--- config.mk ---
export PLATFORM = sky130hd
export DESIGN_NAME = fetch_ctrl
export DESIGN_NICKNAME = d
export VERILOG_FILES = /design/src/rtl/fetch_ctrl.sv
export SDC_FILE = /design/constraint.sdc
export NUM_CORES = 1
export LEC_CHECK = 0
export CAP_MARGIN = 20
export CORE_MARGIN = 10
export CORE_UTILIZATION = 40
export CTS_CLUSTER_DIAMETER = 60
export DETAILED_ROUTE_END_ITERATION = 16
export GPL_ROUTABILITY_DRIVEN = 0
export HOLD_SLACK_MARGIN = 0.05
export SETUP_SLACK_MARGIN = 0.5
export SLEW_MARGIN = 20
export SYNTH_ARGS = -nofsm -noshare
export SYNTH_HDL_FRONTEND = slang
export SYNTH_SLANG_ARGS = --single-unit
--- constraint.sdc ---
create_clock -name clk -period 2.5 [get_ports clk]
set_input_delay 0.625 -clock clk [delete_from_list [all_inputs] [get_ports clk]]
set_output_delay 0.625 -clock clk [all_outputs]
set_load 0.01 [all_outputs]
--- src/rtl/fetch_ctrl.sv ---
// Program counter and fetch control: IDLE/RUN/DONE sequencing, branch-target LUT,
// and a saturating retired-instruction counter.
module fetch_ctrl #(
  parameter int unsigned     PC_W       = 10,
  parameter logic [PC_W-1:0] START_ADDR = '0
) (
  input  logic            clk,
  input  logic            reset,
  input  logic            start,
  input  logic            stall,
  input  logic            halt,
  input  logic            branch_en,
  input  logic            branch_bool,
  input  logic [3:0]      target_idx,
  input  logic            lut_we,
  input  logic [3:0]      lut_waddr,
  input  logic [PC_W-1:0] lut_wdata,
  output logic [PC_W-1:0] prog_ctr,
  output logic            running,
  output logic            done,
  output logic [15:0]     instr_count
);

  typedef enum logic [1:0] {IDLE, RUN, DONE} state_t;

  state_t          state, state_nxt;
  logic [PC_W-1:0] pc_nxt;
  logic [15:0]     cnt_nxt;
  logic            lut_wr;
  logic [PC_W-1:0] lut [16];

  always_comb begin
    state_nxt = state;
    pc_nxt    = prog_ctr;
    cnt_nxt   = instr_count;
    lut_wr    = 1'b0;
    case (state)
      IDLE, DONE: begin
        lut_wr = lut_we;
        if (start) begin
          state_nxt = RUN;
          pc_nxt    = START_ADDR;
          cnt_nxt   = '0;
        end
      end
      RUN: begin
        // Priority: stall > halt > taken branch > sequential increment
        if (!stall) begin
          cnt_nxt = (instr_count == '1) ? instr_count : instr_count + 16'd1;
          if (halt)
            state_nxt = DONE;
          else if (branch_en && branch_bool)
            pc_nxt = lut[target_idx];
          else
            pc_nxt = prog_ctr + PC_W'(1);
        end
      end
      default: state_nxt = IDLE;
    endcase
  end

  // running/done are registered from the next state so no output is a decode of inputs
  always_ff @(posedge clk) begin
    if (reset) begin
      state       <= IDLE;
      prog_ctr    <= '0;
      instr_count <= '0;
      running     <= 1'b0;
      done        <= 1'b0;
      lut         <= '{default: '0};
    end else begin
      state       <= state_nxt;
      prog_ctr    <= pc_nxt;
      instr_count <= cnt_nxt;
      running     <= (state_nxt == RUN);
      done        <= (state_nxt == DONE);
      if (lut_wr)
        lut[lut_waddr] <= lut_wdata;
    end
  end

endmodule
==> results of run 1 <==
[layout by cell type, fill, tap and decap left out, types with 4 or more instances in the layout]
cell type	n
sky130_fd_sc_hd__dlygate4sd2_1	26
sky130_fd_sc_hd__buf_4	39
sky130_fd_sc_hd__mux2i_1	160
sky130_fd_sc_hd__dlymetal6s2s_1	4
sky130_fd_sc_hd__nor4_1	4
sky130_fd_sc_hd__clkbuf_16	18
sky130_fd_sc_hd__clkinv_8	6
sky130_fd_sc_hd__dfxtp_2	17
sky130_fd_sc_hd__a31oi_1	4
sky130_fd_sc_hd__clkdlybuf4s50_1	19
sky130_fd_sc_hd__nor2_1	156
sky130_fd_sc_hd__a221oi_1	4
sky130_fd_sc_hd__a211oi_1	4
sky130_fd_sc_hd__nor2b_1	4
sky130_fd_sc_hd__nand3_1	38
sky130_fd_sc_hd__inv_1	8
sky130_fd_sc_hd__a21oi_1	35
sky130_fd_sc_hd__mux4_2	35
sky130_fd_sc_hd__dfxtp_1	173
sky130_fd_sc_hd__a22o_1	5
sky130_fd_sc_hd__nand2b_1	4
sky130_fd_sc_hd__nand2_1	64
sky130_fd_sc_hd__nor3_1	12
sky130_fd_sc_hd__xnor2_1	14
sky130_fd_sc_hd__o21ai_0	9
sky130_fd_sc_hd__buf_12	11
[stage by stage]
stage	cells	power [mW]	TNS [ps]	utilization, %	hold WS [ps]
5_1_grt	1210	6.585	0	49.25	438.9
6_report	1210	6.353	0	49.25	443.5
3_5_place_dp	1176	3.626	-262.3	45.85	447.0
2_1_floorplan	862	3.429	0	-	433.1
4_1_cts	1208	6.410	0	48.84	423.5
3_3_place_gp	1176	3.623	-136.9	45.85	439.1
[worst max-delay path, cell delays in order]
cell                      delay [ps]
sky130_fd_sc_hd__buf_2           140
sky130_fd_sc_hd__buf_12          200
sky130_fd_sc_hd__mux4_2          530
sky130_fd_sc_hd__mux4_2          500
sky130_fd_sc_hd__nor2_1          150
sky130_fd_sc_hd__o21ai_0         100
[power by group through the flow]
stage | registers, mW | logic [mW] | clock network (mW)
floorplan | 3.15 | 0.281 | 0
global placement | 3.15 | 0.469 | 0
detailed placement | 3.16 | 0.471 | 0
CTS | 3.08 | 0.470 | 2.85
global route | 3.09 | 0.514 | 2.98
finish | 3.09 | 0.477 | 2.79
[cell families after synthesis]
kind of cell / count (synthesis) / share of synthesized area (%)
and+or+nand+nor: 313 / 16.48
AOI/OAI and AO/OA: 73 / 5.302
xor gates and xnor gates: 17 / 1.743
muxes: 195 / 27.98
buffers and inverters: 72 / 3.677
DFF: 190 / 44.53
adders and majority gates: 2 / 0.2929
[state kept, by name (all words and copies together), names as in the netlist]
| name | flops |
|---|---|
| running | 1 |
| lut | 160 |
| state | 2 |
| prog_ctr | 10 |
| done | 1 |
| instr_count | 16 |
[per-layer routing]
| layer | wire length, um | up-vias | share of wire, % |
|---|---|---|---|
| met1 | 10570 | 3120 | 49 |
| met2 | 9551 | 139 | 44 |
| met3 | 1148 | 23 | 5.3 |
| met5 | 0 | - | 0 |
| met4 | 266 | 0 | 1.2 |
| li1 | - | 3153 | - |
[area by class of cell]
class                      instances  share of cell area [%]
inverter                           8                  0.2901
clock inverter                    15                   1.910
tap                              275                   3.324
timing repair buffer             105                   10.08
clock buffer                      17                   4.109
sequential                       190                   36.95
multi-input combinational        600                   43.34
[repair_timing]
item	in CTS	in global routing
hold buffers	0	0
setup endpoints to repair	51	80
buffers inserted	0	1
resized for setup	46	13
cloned	0	1
pin swaps	0	3
[how the worst max path moves through the flow]
stage | startpoint | endpoint | slack [ps] | depth (start not counted)
4_1_cts | prog_ctr[0] | prog_ctr[0] | 440 | 1
3_5_place_dp | lut_waddr[3] | lut[44] | -50 | 7
6_report | target_idx[0] | prog_ctr[5] | 560 | 6
5_1_grt | target_idx[0] | prog_ctr[5] | 520 | 6
3_3_place_gp | lut_waddr[2] | lut[85] | -30 | 7
2_1_floorplan | target_idx[0] | prog_ctr[8] | 470 | 5
==> results.json, run 1 <==
{
  "mean_syn_cell_area_um2": 9.909,
  "dp.final_hpwl_mm": 14.57,
  "synthCells": 862,
  "grt-busiest-layer": "met2",
  "yosys_warnings": 0,
  "timing.hold.worst_path_depth": 2,
  "part_of_the_yosys_area_used_for_sequential_elements_pct": 44.53,
  "p_sw_mw": 1.644,
  "root_buf_cell": "sky130_fd_sc_hd__clkbuf_16",
  "place_area_um2": 9638,
  "worst_setup_timing_slack_at_the_placement_stage_ps": -45.85,
  "share_of_cells_above_drive_strength_1_pct": 17.01,
  "timing.reg2reg.setup_slack_ps": 670,
  "die_area_um2": 27600,
  "worstHoldStart": "reset",
  "worst_pin_slew_ps": 754.5,
  "cts-htree-levels": 4,
  "timing.critical_path.required_ps": 2820,
  "fin_ws_ps": 555.7,
  "area_delta_synth_final_pct": 21.19,
  "yosys.cell_types.count": 49,
  "startpoint_type": "primary input",
  "clock.fmax_ghz": 0.5143,
  "first_iter_violations": 596,
  "max_transition_margin_pct": 49.70,
  "power.leakage_nw": 4.259,
  "mappedNetlistArea_um2": 8542,
  "power_density_nw_per_um2": 613.7,
  "grt.overflow.total": 0,
  "hold_class": "in -> reg",
  "drt-wirelength-per-cell_um": 17.80,
  "yosysMostFrequentCell": "sky130_fd_sc_hd__dfxtp_1",
  "die-height_um": 166.1,
  "worst_r2r_startpoint": "prog_ctr[0]",
  "multi_input_logic_area_um2": 4487,
  "layout.area.seq_um2": 3825,
  "layout.filler_cells": 1923,
  "rsz0062_at_grt": "false",
  "number_of_hold_violations_in_the_final_report": 0,
  "postSynth.asyncResetShare_pct": 0,
  "grt_pass1_vias": 6179,
  "critical_path.reg2reg.endpoint": "prog_ctr[8]",
  "width_of_the_die_um": 166.1,
  "sequentialPowerShare_pct": 48.6,
  "synth_largest_type_area_fraction_pct": 44.53,
  "number_of_buffers_inserted_by_port_buffering": 53,
  "layout.nets": 950,
  "number_of_antenna_violations_at_the_first_check_in_global_routing": 0,
  "core-area_um2": 21020,
  "post_synth_most_frequent_cells": "sky130_fd_sc_hd__dfxtp_1, sky130_fd_sc_hd__mux2i_1, sky130_fd_sc_hd__nor2_1",
  "p_int_mw": 4.709,
  "finalMaxSlewViolations": 0,
  "met2_usage_pct": 22.48,
  "synth_area_leaders": "sky130_fd_sc_hd__dfxtp_1, sky130_fd_sc_hd__mux2i_1, sky130_fd_sc_hd__mux4_2",
  "tritoncts_clock_tree": "built",
  "cts.sinks": 190,
  "number_of_buffers_created_by_cts": 17,
  "rows": 53,
  "p_sw_share_pct": 25.88,
  "global_route.usage.total_pct": 15.48,
  "ir_drop_mv": 0.3350,
  "endpoint_with_the_worst_hold_slack": "state[0]",
  "setup.worst_path.end_class": "flop",
  "drtAntennaViolNets": 0,
  "mappedNetlistNets": 890,
  "yosys_most_used_dff": "sky130_fd_sc_hd__dfxtp_1",
  "met1_usage_in_global_routing_pct": 21.99,
  "number_of_buffers_between_clock_root_and_the_deepest_sink": 2,
  "num_vias": 6435,
  "grt_start_max_net_pins": 161,
  "maxCapViolations": 0,
  "finalCriticalPeriod_ps": 1944,
  "avgViaCountPerCell": 5.318,
  "global_route_wire_length_before_repair_mm": 34.90,
  "number_of_enable_flip_flop_cells_after_synthesis": 0,
  "pin_count": 54,
  "detail_route.first_pass.iterations": 5,
  "critical_path_peak_fanout": 17,
  "setup.worst_path.class": "in -> reg",
  "reg2regPathDepth": 6,
  "flop_and_latch_count_out_of_synthesis": 190,
  "antenna_cells_inserted": 0,
  "finalClockSkew_ps": 11.99,
  "finalSetupViolations": 0,
  "initial_utilization_pct": 40.63,
  "clock_pin_slew_of_the_registers_on_the_worst_case_setup_and_hold_paths_ps": 80,
  "power_frac_comb_pct": 7.5,
  "min_period_over_period_pct": 77.77,
  "synth_top_area_cell": "sky130_fd_sc_hd__dfxtp_1",
  "insertion_delay_ps": 440,
  "global_route.usage.met3_pct": 3.904,
  "p_clk_share_pct": 43.9,
  "critical_path_arrival_ps": 2270,
  "drt-total-wl_mm": 21.53,
  "outcome": "finished, final reports clean",
  "finalInstanceArea_um2": 10350,
  "route.detailed.drc": 0
}
Note: power is estimated with default switching activity, not from simulation.
==> run 2, diff against run 1 <==
- clock period: 2.5 -> 1.7 ns (I/O delays scaled with it)
==> run 2 against run 1 <==
  * The run now ends with setup timing left
  * Via count grew 14%
  * First-iteration DRC count down 11%
  * Utilization up 13 points
  * Global-route usage grew 3.2 points
  * Power rose by 54%
  * Worst setup slack got worse by 610 ps
  * Sequential power up 46%
  * Count of clock-buffer cells in the layout is the same
  * Non-clock buffer count increased by 126
  * Critical endpoint is now lut[18]
  * Highest routed layer unchanged
==> results.json, run 2 (synthesis gave the netlist of run 1 again) <==
{
  "fin_ws_ps": -58.57,
  "timing.critical_path.required_ps": 2000,
  "numPlacedInstances": 1235,
  "p_sw_share_pct": 28.09,
  "finalClockSkew_ps": 12.39,
  "largest_register_ffs": 160,
  "p_sw_mw": 2.740,
  "power_frac_comb_pct": 11.7,
  "clock.fmax_ghz": 0.5686,
  "postCtsHoldBufs": 0,
  "first_iter_violations": 532,
  "post_layout_nonfiller_instances": 1345,
  "finalCriticalPeriod_ps": 1759,
  "finalCoreUtilization_pct": 62.45,
  "die-height_um": 166.1,
  "grt_start_max_net_pins": 104,
  "startpoint_type": "flop",
  "route.detailed.drc": 0,
  "reg.largest.list": "lut: 160 flops, instr_count: 16 flops, prog_ctr: 10 flops",
  "rows": 53,
  "critical_path.reg2reg.endpoint": "lut[18]",
  "cts-htree-levels": 4,
  "violations": "setup timing",
  "pin_count": 54,
  "setup.worst_path.class": "reg -> reg",
  "insertion_delay_ps": 440,
  "number_of_buffers_between_clock_root_and_the_deepest_sink": 2,
  "finalSetupViolations": 2,
  "core-area_um2": 21020,
  "drtAntennaViolNets": 0,
  "number_of_antenna_violations_at_the_first_check_in_global_routing": 0,
  "p_int_mw": 7.013,
  "power.leakage_nw": 5.121,
  "grt.overflow.total": 0,
  "num_vias": 7329,
  "root_buf_cell": "sky130_fd_sc_hd__clkbuf_16",
  "drt-wirelength-per-cell_um": 20.65,
  "layout.cells.most_common": "sky130_fd_sc_hd__dfxtp_1",
  "rsz0062_at_grt": "true",
  "width_of_the_die_um": 166.1,
  "area_delta_synth_final_pct": 53.70,
  "detail_route.first_pass.iterations": 5,
  "most-common-layout-cells": "sky130_fd_sc_hd__dfxtp_1, sky130_fd_sc_hd__mux2i_1, sky130_fd_sc_hd__nor2_1, sky130_fd_sc_hd__buf_4, sky130_fd_sc_hd__buf_6",
  "worst_pin_slew_ps": 504.3,
  "avgViaCountPerCell": 5.449,
  "layout.filler_cells": 1619,
  "initial_utilization_pct": 40.63,
  "worst_r2r_startpoint": "state[0]",
  "tritoncts_clock_tree": "built",
  "worstSetupStartpoint": "state[0]",
  "number_of_buffers_created_by_cts": 17,
  "die_area_um2": 27600,
  "reg2regPathDepth": 7,
  "layout.nets": 1085,
  "worst_setup_timing_slack_at_the_placement_stage_ps": -551.7,
  "multi_input_logic_area_um2": 5697,
  "timing.reg2reg.setup_slack_ps": -60,
  "global_route_wire_length_before_repair_mm": 41.41,
  "ir_drop_mv": 0.6297,
  "finalMaxSlewViolations": 0,
  "critical_path_arrival_ps": 2060,
  "worstSetupEndpoint": "lut[18]",
  "sequentialPowerShare_pct": 46.2,
  "layout.area.seq_um2": 3897,
  "cts.sinks": 190,
  "min_period_over_period_pct": 103.4,
  "outcome": "complete, but fails checks",
  "hold_class": "in -> reg",
  "maxCapViolations": 0,
  "clock_pin_slew_of_the_registers_on_the_worst_case_setup_and_hold_paths_ps": 80,
  "power_mw": 9.753,
  "antenna_cells_inserted": 0,
  "drt-total-wl_mm": 27.77,
  "share_of_cells_above_drive_strength_1_pct": 43.74,
  "global_route.usage.total_pct": 18.72,
  "critical_path_peak_fanout": 10,
  "power_density_nw_per_um2": 742.9,
  "max_transition_margin_pct": 66.38,
  "dp.final_hpwl_mm": 16.14,
  "number_of_buffers_inserted_by_port_buffering": 53,
  "setup.worst_path.end_class": "flop",
  "grt_pass1_vias": 7090,
  "p_clk_share_pct": 42.1,
  "largest_register": "lut",
  "number_of_hold_violations_in_the_final_report": 0
}
[run 2: what timing repair did]
action | 4_1_cts | 5_1_grt
gates resized for setup | 284 | 88
setup endpoints to repair | 214 | 218
gates cloned | 11 | 5
setup buffers | 46 | 16
pin swaps | 56 | 61
[run 2: layout make-up]
cell class / count / area share [%]
clock inverters: 15 / 1.410
clock buffers: 17 / 3.240
inverters: 8 / 0.2287
repair buffers: 231 / 19.42
flip-flops and latches: 190 / 29.69
multi-input cells: 609 / 43.39
well taps: 275 / 2.621
[run 2: power by group through the flow]
| stage | Clock [mW] | Combinational, mW | Sequential, mW |
|---|---|---|---|
| floorplan | 0 | 0.483 | 4.62 |
| global placement | 0 | 0.868 | 4.63 |
| detailed placement | 0 | 0.869 | 4.63 |
| CTS | 4.14 | 1.05 | 4.51 |
| global route | 4.34 | 1.20 | 4.51 |
| finish | 4.10 | 1.14 | 4.51 |
[run 2: worst max-delay path, cell delays in order (launching register included)]
cell and delay [ps]:
sky130_fd_sc_hd__dfxtp_4 380, sky130_fd_sc_hd__inv_2 60, sky130_fd_sc_hd__nand4_1 190, sky130_fd_sc_hd__buf_4 220
sky130_fd_sc_hd__nor3b_4 220, sky130_fd_sc_hd__buf_12 200, sky130_fd_sc_hd__mux2i_1 250, sky130_fd_sc_hd__nor2_1 80
[run 2: routing by layer]
layer,routed length [um],GRT usage [%],share of wire (%),up-vias
li1,-,-,-,3461
met1,12930,25.87,47,3639
met2,12640,28.29,45,189
met3,1462,3.881,5.3,40
met4,748,6.510,2.7,0
met5,0,0,0,-
[run 2: worst min path at each step]
| stage | cells past startpoint | start | to |
|---|---|---|---|
| after floorplan | 2 | lut[135] | lut[135] |
| after global placement | 2 | lut[142] | lut[142] |
| after detailed placement | 2 | lut[148] | lut[148] |
| after CTS | 4 | reset | prog_ctr[7] |
| after global routing | 4 | reset | prog_ctr[9] |
| final | 4 | reset | prog_ctr[9] |
[run 2: stage by stage]
stage	hold WS (ps)	area [um2]	setup TNS, ps
after floorplan	428.6	9194	-62.78
after global placement	438.1	10720	-77070
after detailed placement	444.0	10720	-79500
after CTS	423.6	12510	0
after global routing	436.6	13130	-877.0
final	445.5	13130	-65.15
